File: config.mk
export PLATFORM = sky130hd
export DESIGN_NAME = io_bank
export DESIGN_NICKNAME = d
export VERILOG_FILES = /design/src/rtl/io_pkg.sv /design/src/rtl/io_sync.sv /design/src/rtl/io_bank.sv
export SDC_FILE = /design/constraint.sdc
export NUM_CORES = 1
export LEC_CHECK = 0
export CAP_MARGIN = 40
export CORE_MARGIN = 4
export CORE_UTILIZATION = 40
export CTS_CLUSTER_DIAMETER = 50
export DETAILED_ROUTE_END_ITERATION = 6
export PLACE_DENSITY = 0.69
export RECOVER_POWER = 50
export SYNTH_ARGS = -nofsm -noshare
export SYNTH_HDL_FRONTEND = slang
export SYNTH_SLANG_ARGS = --single-unit
File: constraint.sdc
create_clock -name clk -period 6.1 [get_ports clk]
set_clock_uncertainty 0.1 [all_clocks]
set_input_delay 1.22 -clock clk [delete_from_list [all_inputs] [get_ports clk]]
set_output_delay 1.22 -clock clk [all_outputs]
set_load 0.05 [all_outputs]
File: src/rtl/io_pkg.sv
// Shared constants and helpers for the memory-mapped I/O bank.
//   IO_WIDTH / IO_NPORTS : default port width and port count, reused by the CPU top.
//   ARM_MAX              : value at which the change-detect arm counter saturates.
//   mask_addr/pend_addr  : register offsets that follow the port data addresses.
package io_pkg;

  localparam int unsigned IO_WIDTH  = 8;
  localparam int unsigned IO_NPORTS = 4;
  localparam int unsigned ARM_MAX   = 3;

  typedef logic [1:0] arm_t;

  function automatic int unsigned mask_addr(input int unsigned nports);
    return nports;
  endfunction

  function automatic int unsigned pend_addr(input int unsigned nports);
    return nports + 1;
  endfunction

endpackage

File: src/rtl/io_sync.sv
// WIDTH-bit two-flop synchroniser with asynchronous active-high reset.
//   clk   : sampling clock
//   reset : asynchronous, active-high; clears both stages
//   d_i   : asynchronous input
//   q_o   : synchronised output (two rising edges of latency)
module io_sync #(
  parameter int unsigned WIDTH = 8
) (
  input  logic             clk,
  input  logic             reset,
  input  logic [WIDTH-1:0] d_i,
  output logic [WIDTH-1:0] q_o
);

  logic [WIDTH-1:0] meta_d, meta_q;
  logic [WIDTH-1:0] sync_d, sync_q;

  always_comb begin
    meta_d = d_i;
    sync_d = meta_q;
  end

  always_ff @(posedge clk or posedge reset) begin
    if (reset) begin
      meta_q <= '0;
      sync_q <= '0;
    end else begin
      meta_q <= meta_d;
      sync_q <= sync_d;
    end
  end

  assign q_o = sync_q;

endmodule

File: src/rtl/io_bank.sv
// Parametrised memory-mapped I/O bank: NPORTS synchronised inputs, NPORTS registered outputs
// with a one-cycle write strobe per port, and optional change-detect interrupts.
//   clk, reset : rising-edge clock, asynchronous active-high reset
//   addr       : CPU register address (0..NPORTS-1 data, NPORTS mask, NPORTS+1 pending)
//   wr_en      : write strobe, wdata committed on the next rising edge
//   wdata      : CPU write data
//   rdata      : combinational read data for addr
//   in_p       : input pins, port i at [i*WIDTH +: WIDTH]
//   out_p      : registered output ports, same packing
//   out_stb    : per-port pulse in the cycle after that port is written
//   irq        : OR over ports of (pending & mask)
// Build option: define IO_IRQ_EN to generate the change-detect interrupt logic; without it
// irq is tied low and the mask/pending addresses read as zero and ignore writes.
module io_bank
  import io_pkg::*;
#(
  parameter int unsigned WIDTH  = IO_WIDTH,
  parameter int unsigned NPORTS = IO_NPORTS,
  parameter int unsigned AW     = $clog2(NPORTS) + 1
) (
  input  logic                    clk,
  input  logic                    reset,
  input  logic [AW-1:0]           addr,
  input  logic                    wr_en,
  input  logic [WIDTH-1:0]        wdata,
  output logic [WIDTH-1:0]        rdata,
  input  logic [NPORTS*WIDTH-1:0] in_p,
  output logic [NPORTS*WIDTH-1:0] out_p,
  output logic [NPORTS-1:0]       out_stb,
  output logic                    irq
);

  localparam int unsigned FW = NPORTS * WIDTH;

  logic [FW-1:0]     in_q;
  logic [NPORTS-1:0] wr_port;
  logic [FW-1:0]     out_d, out_q;
  logic [NPORTS-1:0] out_stb_d, out_stb_q;

  for (genvar i = 0; i < NPORTS; i++) begin : g_sync
    io_sync #(
      .WIDTH(WIDTH)
    ) u_sync (
      .clk  (clk),
      .reset(reset),
      .d_i  (in_p[i*WIDTH +: WIDTH]),
      .q_o  (in_q[i*WIDTH +: WIDTH])
    );
  end

  // Data-port write decode.
  always_comb begin
    wr_port = '0;
    for (int i = 0; i < NPORTS; i++) begin
      if (wr_en && (addr == AW'(i))) wr_port[i] = 1'b1;
    end
  end

  always_comb begin
    out_d = out_q;
    for (int i = 0; i < NPORTS; i++) begin
      if (wr_port[i]) out_d[i*WIDTH +: WIDTH] = wdata;
    end
    out_stb_d = wr_port;
  end

  always_ff @(posedge clk or posedge reset) begin
    if (reset) begin
      out_q     <= '0;
      out_stb_q <= '0;
    end else begin
      out_q     <= out_d;
      out_stb_q <= out_stb_d;
    end
  end

  assign out_p   = out_q;
  assign out_stb = out_stb_q;

`ifdef IO_IRQ_EN
  localparam logic [AW-1:0] MaskAddr = AW'(mask_addr(NPORTS));
  localparam logic [AW-1:0] PendAddr = AW'(pend_addr(NPORTS));

  logic [FW-1:0]     in_prev_d, in_prev_q;
  logic [NPORTS-1:0] mask_d, mask_q;
  logic [NPORTS-1:0] pend_d, pend_q;
  logic [NPORTS-1:0] changed;
  arm_t              arm_d, arm_q;
  logic              armed;

  always_comb begin
    in_prev_d = in_q;
    // Detection stays off until the synchronisers have flushed their reset zeros.
    armed = (arm_q == arm_t'(ARM_MAX));
    arm_d = armed ? arm_q : arm_q + arm_t'(1);
    for (int i = 0; i < NPORTS; i++) begin
      changed[i] = (in_q[i*WIDTH +: WIDTH] != in_prev_q[i*WIDTH +: WIDTH]);
    end
    mask_d = (wr_en && (addr == MaskAddr)) ? wdata[NPORTS-1:0] : mask_q;
    pend_d = pend_q;
    if (wr_en && (addr == PendAddr)) pend_d = pend_d & ~wdata[NPORTS-1:0];
    // Applied after the clear so a simultaneous new change keeps the bit set.
    if (armed) pend_d = pend_d | changed;
  end

  always_ff @(posedge clk or posedge reset) begin
    if (reset) begin
      in_prev_q <= '0;
      mask_q    <= '0;
      pend_q    <= '0;
      arm_q     <= '0;
    end else begin
      in_prev_q <= in_prev_d;
      mask_q    <= mask_d;
      pend_q    <= pend_d;
      arm_q     <= arm_d;
    end
  end

  assign irq = |(pend_q & mask_q);
`else
  assign irq = 1'b0;
`endif

  always_comb begin
    rdata = '0;
    for (int i = 0; i < NPORTS; i++) begin
      if (addr == AW'(i)) rdata = in_q[i*WIDTH +: WIDTH];
    end
`ifdef IO_IRQ_EN
    if (addr == MaskAddr) rdata[NPORTS-1:0] = mask_q;
    if (addr == PendAddr) rdata[NPORTS-1:0] = pend_q;
`endif
  end

endmodule
# Word level (Yosys, flattened, before mapping)
# Cells that the tools add are included.
[classes]
n_eq_ne = 3
mux = 8
reduce_logical = 5
[ops]
columns = ["operator", "count"]
rows = [
  ["$mux W8", 4],
  ["$eq A3 B2 Y1 const B", 2],
  ["$logic_and A1 B1 Y1", 4],
  ["$mux W1", 4],
  ["$eq A3 B1 Y1 const B", 1],
  ["$logic_not A3 Y1", 1],
]
[totals]
output_inout_bits = 45
regBits = 100
input_bits = 46
elab_cells = 29

# Logic depth before layout (Yosys ltp)
# Gate-level depths: netlist of run 1.
[depth]
ltp_word = 5
mapped_depth = 4
mapped_depth_nobuf = 2

# By module
# Synthesis of run 1 repeated with hierarchy kept, for this count alone.
[unflattened]
hier_cells = 176
hier_area_um2 = 3216.8
[modules_own_cells]
columns = ["mod", "n_inst", "seq_area_each_um2", "cells_per_inst", "area_each_um2"]
rows = [
  ["io_sync", 4, 400.4, 17, 404.1],
  ["io_bank", 1, 900.9, 108, 1600.3],
]

# Worst setup path after synthesis of run 1
# Ideal clock, no wire load.
[synth_path]
path_type = "input to output"
start = "input port addr[0]"
end = "output port rdata[0]"
required_ns = 4.780
n_path_buf = 2
cell_stages = 4
setup_slack_ns = 2.269
arrival_ns = 2.511
cell_sequence = "buf_6 buf_2 mux2i_1 o22ai_1"
[synth_between]
elab_chain_cells = 5
word_cells_on_any_way = 8
classes_between = "eq/ne: 3; mux: 4; reduce/logical: 1"
[synth_rtl]
columns = ["item", "line", "source"]
rows = [
  ["start: declaration", "io_bank.sv:23", "input logic [AW-1:0] addr,"],
  ["$logic_not A3 Y1", "io_bank.sv:128", "if (addr == AW'(i)) rdata = in_q[i*WIDTH +: WIDTH];"],
  ["$mux W8 (3 in a row)", "io_bank.sv:128", ""],
  ["$mux W8 *", "io_bank.sv:128", ""],
  ["end: declaration", "io_bank.sv:26", "output logic [WIDTH-1:0] rdata,"],
]
# Every way passes the cells marked *; elsewhere a longest branch is shown, timed or not.

# Worst setup path after layout of run 1
[layout_path]
start = "input port addr[0]"
end = "output port rdata[3]"
# The elaborated chain is that of the path after synthesis.

==> results of run 1 <==
## synthesized netlist by cell type (all sizes together)
master,n
and4bb,1
buf,6
clkbuf,1
conb,1
dfrtp,100
inv,2
mux2,32
mux2i,16
nand2b,1
nand4b,1
nor4b,1
nor4bb,1
o22ai,8
or2,1
## state kept, by name, summed over array words and instances (netlist names)
register / cells
out_stb: 4
out_p: 32
g_sync.u_sync.q_o: 32
g_sync.u_sync.meta_q: 32
## cell families (layout without fill, tap and decap cells)
| family | Yosys count | in the layout |
|---|---|---|
| AOI/OAI and AO/OA | 8 | 8 |
| buffers and inverters | 9 | 110 |
| DFF | 100 | 100 |
| muxes | 48 | 48 |
| other | 1 | 1 |
| and+or+nand+nor | 6 | 6 |
## routing by layer
| layer | global-route usage | routed length [um] | share of wire | vias to the layer above |
|---|---|---|---|---|
| li1 | - | - | - | 787 |
| met1 | 0.163 | 2460 | 0.42 | 856 |
| met2 | 0.228 | 3050 | 0.52 | 41 |
| met3 | 0.0302 | 261 | 0.045 | 9 |
| met4 | 0.0703 | 96 | 0.016 | 0 |
| met5 | 0 | 0 | 0 | - |
## worst max-delay path by stage
stage                                       to  slack, ns  cells after the start
floorplan           g_sync[0].u_sync.meta_q[0]       2.16                      1
global placement                      rdata[1]       1.52                      4
detailed placement                    rdata[1]       1.49                      4
CTS                                   rdata[1]       1.48                      4
global route                          rdata[6]       1.42                      5
finish                                rdata[3]       1.53                      5
## area by class of cell
class | count | area [um^2] | share of cell area
Sequential cell | 100 | 2500 | 0.567
Timing Repair Buffer | 92 | 907 | 0.206
Multi-Input combinational cell | 63 | 633 | 0.144
Clock buffer | 10 | 138 | 0.0312
Tap cell | 102 | 128 | 0.0289
Clock inverter | 6 | 95.1 | 0.0216
Inverter | 2 | 8.76 | 0.00199
## placed cells by master, fill, tap and decap left out, drive strengths merged
cell             n
dfrtp          100
clkdlybuf4s50   55
dlygate4sd3     34
mux2            32
mux2i           16
clkbuf          12
o22ai            8
clkinvlp         3
inv              3
bufinv           2
or2              1
nand2b           1
nor4bb           1
and4bb           1
nor4b            1
nand4b           1
conb             1
buf              1
## power by group through the flow
stage / logic, mW / clock network, mW / registers, mW
after detailed placement: 0.413 / 0 / 0.773
after global routing: 0.421 / 0.513 / 0.769
final: 0.403 / 0.467 / 0.760
after global placement: 0.410 / 0 / 0.770
after floorplan: 0.0861 / 0 / 0.939
after CTS: 0.414 / 0.482 / 0.761
==> flow_summary.toml, run 1 <==
[setup_path]
cp-start-kind = "input port"
reg2reg_from = "out_p[18]"
ff2ff_setup_slack_ns = 5.22
worstPathRequired_ns = 4.78
crit_arrival_ns = 3.25
critPathCaptureType = "output port"
rr_endpoint = "out_p[18]"
crit_family = "buffers and inverters"
critical-path-max-stage-delay_ns = 0.85
worst-path-buf-inv = 3
crit_path_start = "addr[0]"
path_cells = "dlygate4sd3_1, buf_4, mux2i_1, o22ai_1, clkdlybuf4s50_1"
reg2regPathDepth = 1
criticalPathCategory = "in -> out"
worst-path-max-fanout = 20
crit_slowest_cell = "clkdlybuf4s50_1"

[min_path]
worstHoldPathType = "reg -> reg"
hold_depth = 0
min_from = "g_sync[2].u_sync.meta_q[5]"
holdPathEnd = "g_sync[2].u_sync.q_o[5]"

[route]
vias_per_cell = 4.51
drt_iter0_markers = 14
ant_nets = 0
detail_route.wl_per_cell_um = 15.6
wl_um = 5860
dr.pass1.iters = 4
route.vias.total = 1693
drc = 0

[yosys]
synth_area_per_cell_um2 = 18.6
yosys.area_share.simple = 0.0212
syn_inst = 172
yosys.area_share.adder = 0
synth.mux.area_fraction = 0.163
synth_area_leader_cell = "dfrtp_1"
synth_seq_area_share = 0.784
synth_compound_area_frac = 0.0157
ys_warn_count = 0
yosysTopAreaCellShare = 0.784
synth_fp_nets = 218
synth_top_family_by_area = "multiplexers"
synth.distinct_cells = 17
synth_xor_xnor_area_share = 0
synthTopCellsByArea = "dfrtp_1 78%, mux2_2 11%, mux2i_1 5.0%"
ys_ff_latch = 100
synth_area_mm2 = 0.00319

[power]
power_mw = 1.63
pwr-share-clk = 0.287
p_sw_mw = 0.503
vdd_drop_max_v = 0.000183
switching_share = 0.309
p_leak_nw = 1.92
seqPwrFrac = 0.466
pwr-share-comb = 0.247
p_int_mw = 1.13
p_per_area_mw_per_mm2 = 369

[die]
die_y_um = 97.3
rows = 32
io_pins = 91
coreArea_mm2 = 0.00773
initial_core_util = 0.413
die-width_um = 97.3
fp.dieArea_mm2 = 0.00948

[status]
status = "complete, but fails checks"
violations = "max-capacitance violations, max-slew violations"

[global_route]
grt-ovfl-total = 0
antenna_found_initial = 0
grt_pass1_wl_um = 9700
grtUsageTotal = 0.135
grt_start_max_net_pins = 55
grt_pass1_vias = 1847

[clocking]
clk_path_buf_depth = 2
holdBufCountCts = 0
cts_tree = "yes"
cts_htree_levels = 3
post_cts_resized = 0
cts_setup_buffers = 0
clock-root-buffer = "clkbuf_8"
numCtsBuffers = 9
cts_sinks = 100
cts.clk_slew.worst_paths_ns = 0.09
worstSkewPairLatency_ns = 0.34

[placed_design]
placedInstanceArea_mm2 = 0.00420
pre_cts_ws_ns = 1.49
place.gp.congestion = 0.705
dp_cells = 359
numPortBuffers = 89
place.detailed.hpwl_um = 4080

[sta]
slew_headroom = -0.564
tightest_slew_ns = 2.31
timing.final.ws_setup_ns = 1.53
final.period_utilization = 0.749
finalHoldViolCount = 0
rsz0062_at_grt = "false"
setup_tns_ns = 0
period_needed_ns = 4.57
slew_viol_final = 65
max_freq_mhz = 219
hold_slack_ns = 0.254
setup_viol = 0

[finish]
antenna_cells = 0
fin_area_mm2 = 0.00441
post-route-util = 0.571
areaGrowthSynthToFinish_pct = 38.2
fillers = 639
final_net_count = 314
final_cells = 375
drive_gt1_frac = 0.198

[flow_run]
drv_cap = 2
Power figures use the tool's default switching activity.
==> run 2, diff against run 1 <==
Clock period 6.1 ns to 4.7 ns, I/O delays scaled along.
==> flow_summary.toml, run 2 (synthesis gave the netlist of run 1 again) <==
[status]
status = "finished, final reports clean"

[flow_run]
drv_cap = 0

[sta]
slew_headroom = 0.112
period_needed_ns = 3.44
setup_tns_ns = 0
rsz0062_at_grt = "false"
slew_viol_final = 0
finalHoldViolCount = 0
final.period_utilization = 0.733
max_freq_mhz = 290
setup_viol = 0
tightest_slew_ns = 1.32

[clocking]
numCtsBuffers = 9
clk_path_buf_depth = 2
cts_sinks = 100
clock-root-buffer = "clkbuf_8"
cts_setup_buffers = 0
cts_tree = "yes"
worstSkewPairLatency_ns = 0.35
holdBufCountCts = 0
cts.clk_slew.worst_paths_ns = 0.10
post_cts_resized = 0
cts_htree_levels = 3

[finish]
most-common-layout-cells = "100 x dfrtp_1, 48 x clkdlybuf4s50_1, 33 x dlygate4sd3_1"
areaGrowthSynthToFinish_pct = 36.4
final_cells = 375
final_common_cell = "dfrtp_1"
antenna_cells = 0
drive_gt1_frac = 0.234
final_net_count = 315

[placed_design]
numPortBuffers = 89
place.gp.congestion = 0.747
place.detailed.hpwl_um = 4220
dp_cells = 360

[die]
coreArea_mm2 = 0.00773
initial_core_util = 0.413
die_y_um = 97.3
die-width_um = 97.3
fp.dieArea_mm2 = 0.00948
rows = 32
io_pins = 91

[route]
drc = 0
drt_iter0_markers = 35
ant_nets = 0
vias_per_cell = 4.50
dr.pass1.iters = 3
route.vias.total = 1689
dr_wl_met3_um = 224
wl_um = 5800
detail_route.wl_per_cell_um = 15.5
route.met2.wl_um = 3100
routed.top_layer = "met4"
wl_met1_um = 2340

[setup_path]
crit_family = "buffers and inverters"
path_cells = "clkdlybuf4s50_1, or2_2, o22ai_1, buf_4"
critical-path-max-stage-delay_ns = 0.52
critPathCaptureType = "output port"
crit_slowest_cell = "clkdlybuf4s50_1"
crit_arrival_ns = 2.40
worst-path-max-fanout = 8
worst-path-buf-inv = 2
cp-start-kind = "input port"
worstPathRequired_ns = 3.66
criticalPathCategory = "in -> out"

[global_route]
grt_pass1_wl_um = 9510
grtUsageTotal = 0.132
grt_pass1_vias = 1817
antenna_found_initial = 0
grt_start_max_net_pins = 53
grt-ovfl-total = 0

[power]
p_int_mw = 1.34
seqPwrFrac = 0.496
p_sw_mw = 0.649
pwr-share-comb = 0.264
vdd_drop_max_v = 0.000215
switching_share = 0.327
p_per_area_mw_per_mm2 = 455
pwr-share-clk = 0.240
p_leak_nw = 1.92

[min_path]
worstHoldPathType = "reg -> reg"
==> run 2: cell count changes in the layout (fill, tap and decap cells not counted) <==
cell             delta
clkdlybuf4s50_1     -7
buf_4              +10
bufinv_16           -2
clkbuf_1            -1
inv_8               -1
clkbuf_8            -1
nor4b_4             +1
clkinv_2            +1
inv_6               +2
dlygate4sd3_1       -1
nor4b_1             -1
==> run 2: worst paths after layout <==
check,slack (ns),depth (start not counted),end,start
worst max-delay path,1.26,4,rdata[2],addr[1]
worst min-delay path,0.25,0,g_sync[2].u_sync.q_o[5],g_sync[2].u_sync.meta_q[5]
worst max register to register,3.82,1,out_p[2],out_p[2]
worst min register to register,0.25,0,g_sync[2].u_sync.q_o[5],g_sync[2].u_sync.meta_q[5]
max in group asynchronous,1.55,3,g_sync[1].u_sync.q_o[2],reset
min in group asynchronous,1.22,2,out_p[23],reset
==> run 2: area by class of cell <==
class                      count  area [um^2]
fill                         641         3370
sequential                   100         2500
timing repair buffer          93          898
multi-input combinational     63          648
tap                          102          128
clock buffer                   9          124
clock inverter                 6         46.3
inverter                       2         8.76
==> run 2: stage by stage <==
step / setup slack (ns) / power (mW) / cell area (um^2) / hold WS, ns / util
floorplan: 1.04 / 1.33 / 3190 / 0.231 / -
global placement: 1.26 / 1.53 / 4180 / 0.232 / 0.541
detailed placement: 1.26 / 1.54 / 4210 / 0.235 / 0.545
CTS: 1.26 / 2.02 / 4380 / 0.256 / 0.567
global route: 1.06 / 2.08 / 4360 / 0.262 / 0.564
finish: 1.26 / 1.98 / 4360 / 0.252 / 0.564
==> run 2: power by group through the flow <==
stage                     sequential [mW]  combinational (mW)  clock [mW]
after global placement               1.00               0.531           0
after detailed placement             1.00               0.538           0
final                               0.985               0.524       0.475
after global routing                0.998               0.545       0.538
after floorplan                      1.22               0.112           0
after CTS                           0.986               0.539       0.496
==> run 2: metal layers <==
layer | up-vias | global-route usage
li1 | 782 | -
met5 | - | 0
met1 | 857 | 0.156
met3 | 11 | 0.0316
met2 | 39 | 0.221
met4 | 0 | 0.0724
==> run 3, diff against run 2 <==
Settings changed: PLACE_DENSITY 0.69 to 0.72.
Clock period 4.7 ns to 3 ns, I/O delays scaled along.
==> flow_summary.toml, run 3 (synthesis gave the netlist of run 1 again) <==
[route]
dr.pass1.iters = 2
drt_iter0_markers = 19
detail_route.wl_per_cell_um = 15.5
ant_nets = 0
route.vias.total = 1718
drc = 0
wl_um = 5820
vias_per_cell = 4.57

[sta]
max_freq_mhz = 365
finalHoldViolCount = 0
setup_viol = 0
tightest_slew_ns = 1.27
slew_headroom = 0.152
setup_tns_ns = 0
final.period_utilization = 0.913
rsz0062_at_grt = "false"
period_needed_ns = 2.74
slew_viol_final = 0

[setup_path]
critical-path-max-stage-delay_ns = 0.52
ff2ff_setup_slack_ns = 2.13
crit_slowest_cell = "clkdlybuf4s50_1"
reg2regPathDepth = 1
path_cells = "clkdlybuf4s50_1, or2_2, o22ai_1, buf_12"
crit_arrival_ns = 2.04
criticalPathCategory = "in -> out"
cp-start-kind = "input port"
worstPathRequired_ns = 2.30
critPathCaptureType = "output port"
worst-path-max-fanout = 8

[die]
coreArea_mm2 = 0.00773
initial_core_util = 0.413
die-width_um = 97.3
fp.dieArea_mm2 = 0.00948
io_pins = 91
rows = 32
die_y_um = 97.3

[placed_design]
place.gp.congestion = 0.714
place.detailed.hpwl_um = 4100
numPortBuffers = 89

[flow_run]
drv_cap = 0

[clocking]
numCtsBuffers = 9
cts_tree = "yes"
cts_setup_buffers = 0
clk_path_buf_depth = 2
cts_sinks = 100
post_cts_resized = 0
cts_htree_levels = 3
holdBufCountCts = 0
worstSkewPairLatency_ns = 0.34
cts.clk_slew.worst_paths_ns = 0.09
clock-root-buffer = "clkbuf_8"

[power]
p_per_area_mw_per_mm2 = 695
p_sw_mw = 0.993
pwr-share-clk = 0.230
vdd_drop_max_v = 0.000332
p_int_mw = 2.11
seqPwrFrac = 0.497
switching_share = 0.320
pwr-share-comb = 0.274
p_leak_nw = 1.95
power_mw = 3.10

[min_path]
hold_depth = 0
worstHoldPathType = "reg -> reg"

[finish]
antenna_cells = 0
seqCellArea_mm2 = 0.00250
final_net_count = 316
multi_input_area_um2 = 648
areaGrowthSynthToFinish_pct = 40.0
drive_gt1_frac = 0.226
fillers = 626
most-common-layout-cells = "100 x dfrtp_1, 48 x clkdlybuf4s50_1, 33 x dlygate4sd3_1"
final_common_cell = "dfrtp_1"

[global_route]
grtUsageTotal = 0.132
antenna_found_initial = 0
grt_start_max_net_pins = 101
grt_pass1_wl_um = 9680
grt_pass1_vias = 1924
grt-ovfl-total = 0

[status]
status = "finished, final reports clean"
run 3: worst paths after layout:
kind / start / endpoint
setup / recovery: addr[2] / rdata[4]
hold / removal: g_sync[1].u_sync.meta_q[0] / g_sync[1].u_sync.q_o[0]
setup reg to reg: out_p[26] / out_p[26]
hold reg to reg: g_sync[1].u_sync.meta_q[0] / g_sync[1].u_sync.q_o[0]
max in group asynchronous: reset / out_p[19]
min in group asynchronous: reset / out_p[4]
run 3: through the flow:
stage / setup slack [ns] / cells / cell area, um^2 / utilization / hold WS [ns]
floorplan: 0.409 / 172 / 3200 / - / 0.231
CTS: 0.254 / 376 / 4480 / 0.580 / 0.250
finish: 0.260 / 376 / 4470 / 0.578 / 0.249
global route: 0.132 / 376 / 4470 / 0.578 / 0.256
detailed placement: 0.262 / 361 / 4320 / 0.559 / 0.235
global placement: 0.269 / 361 / 4320 / 0.559 / 0.232
run 3: per-layer routing:
metal / wire [um] / global-route usage / vias to the layer above
met5: 0 / 0 / -
met4: 126 / 0.0618 / 0
met3: 238 / 0.0302 / 13
met2: 3150 / 0.231 / 39
met1: 2300 / 0.154 / 881
li1: - / - / 785
run 3: cell type report:
type,count,area share
Tap cell,102,0.0286
Inverter,2,0.00252
Clock buffer,12,0.0302
Sequential cell,100,0.560
Multi-Input combinational cell,63,0.145
Clock inverter,3,0.00532
Timing Repair Buffer,94,0.228
run 3: worst max-delay path: cells and delay by family:
family,cells,cell delay [ns]
buffers and inverters,2,0.70
and+or+nand+nor,1,0.44
AOI/OAI and AO/OA,1,0.31
run 3: power groups by stage:
stage / clock network [mW] / logic (mW) / registers, mW
finish: 0.713 / 0.849 / 1.54
global route: 0.798 / 0.884 / 1.56
CTS: 0.740 / 0.872 / 1.54
detailed placement: 0 / 0.870 / 1.57
global placement: 0 / 0.864 / 1.57
floorplan: 0 / 0.175 / 1.91
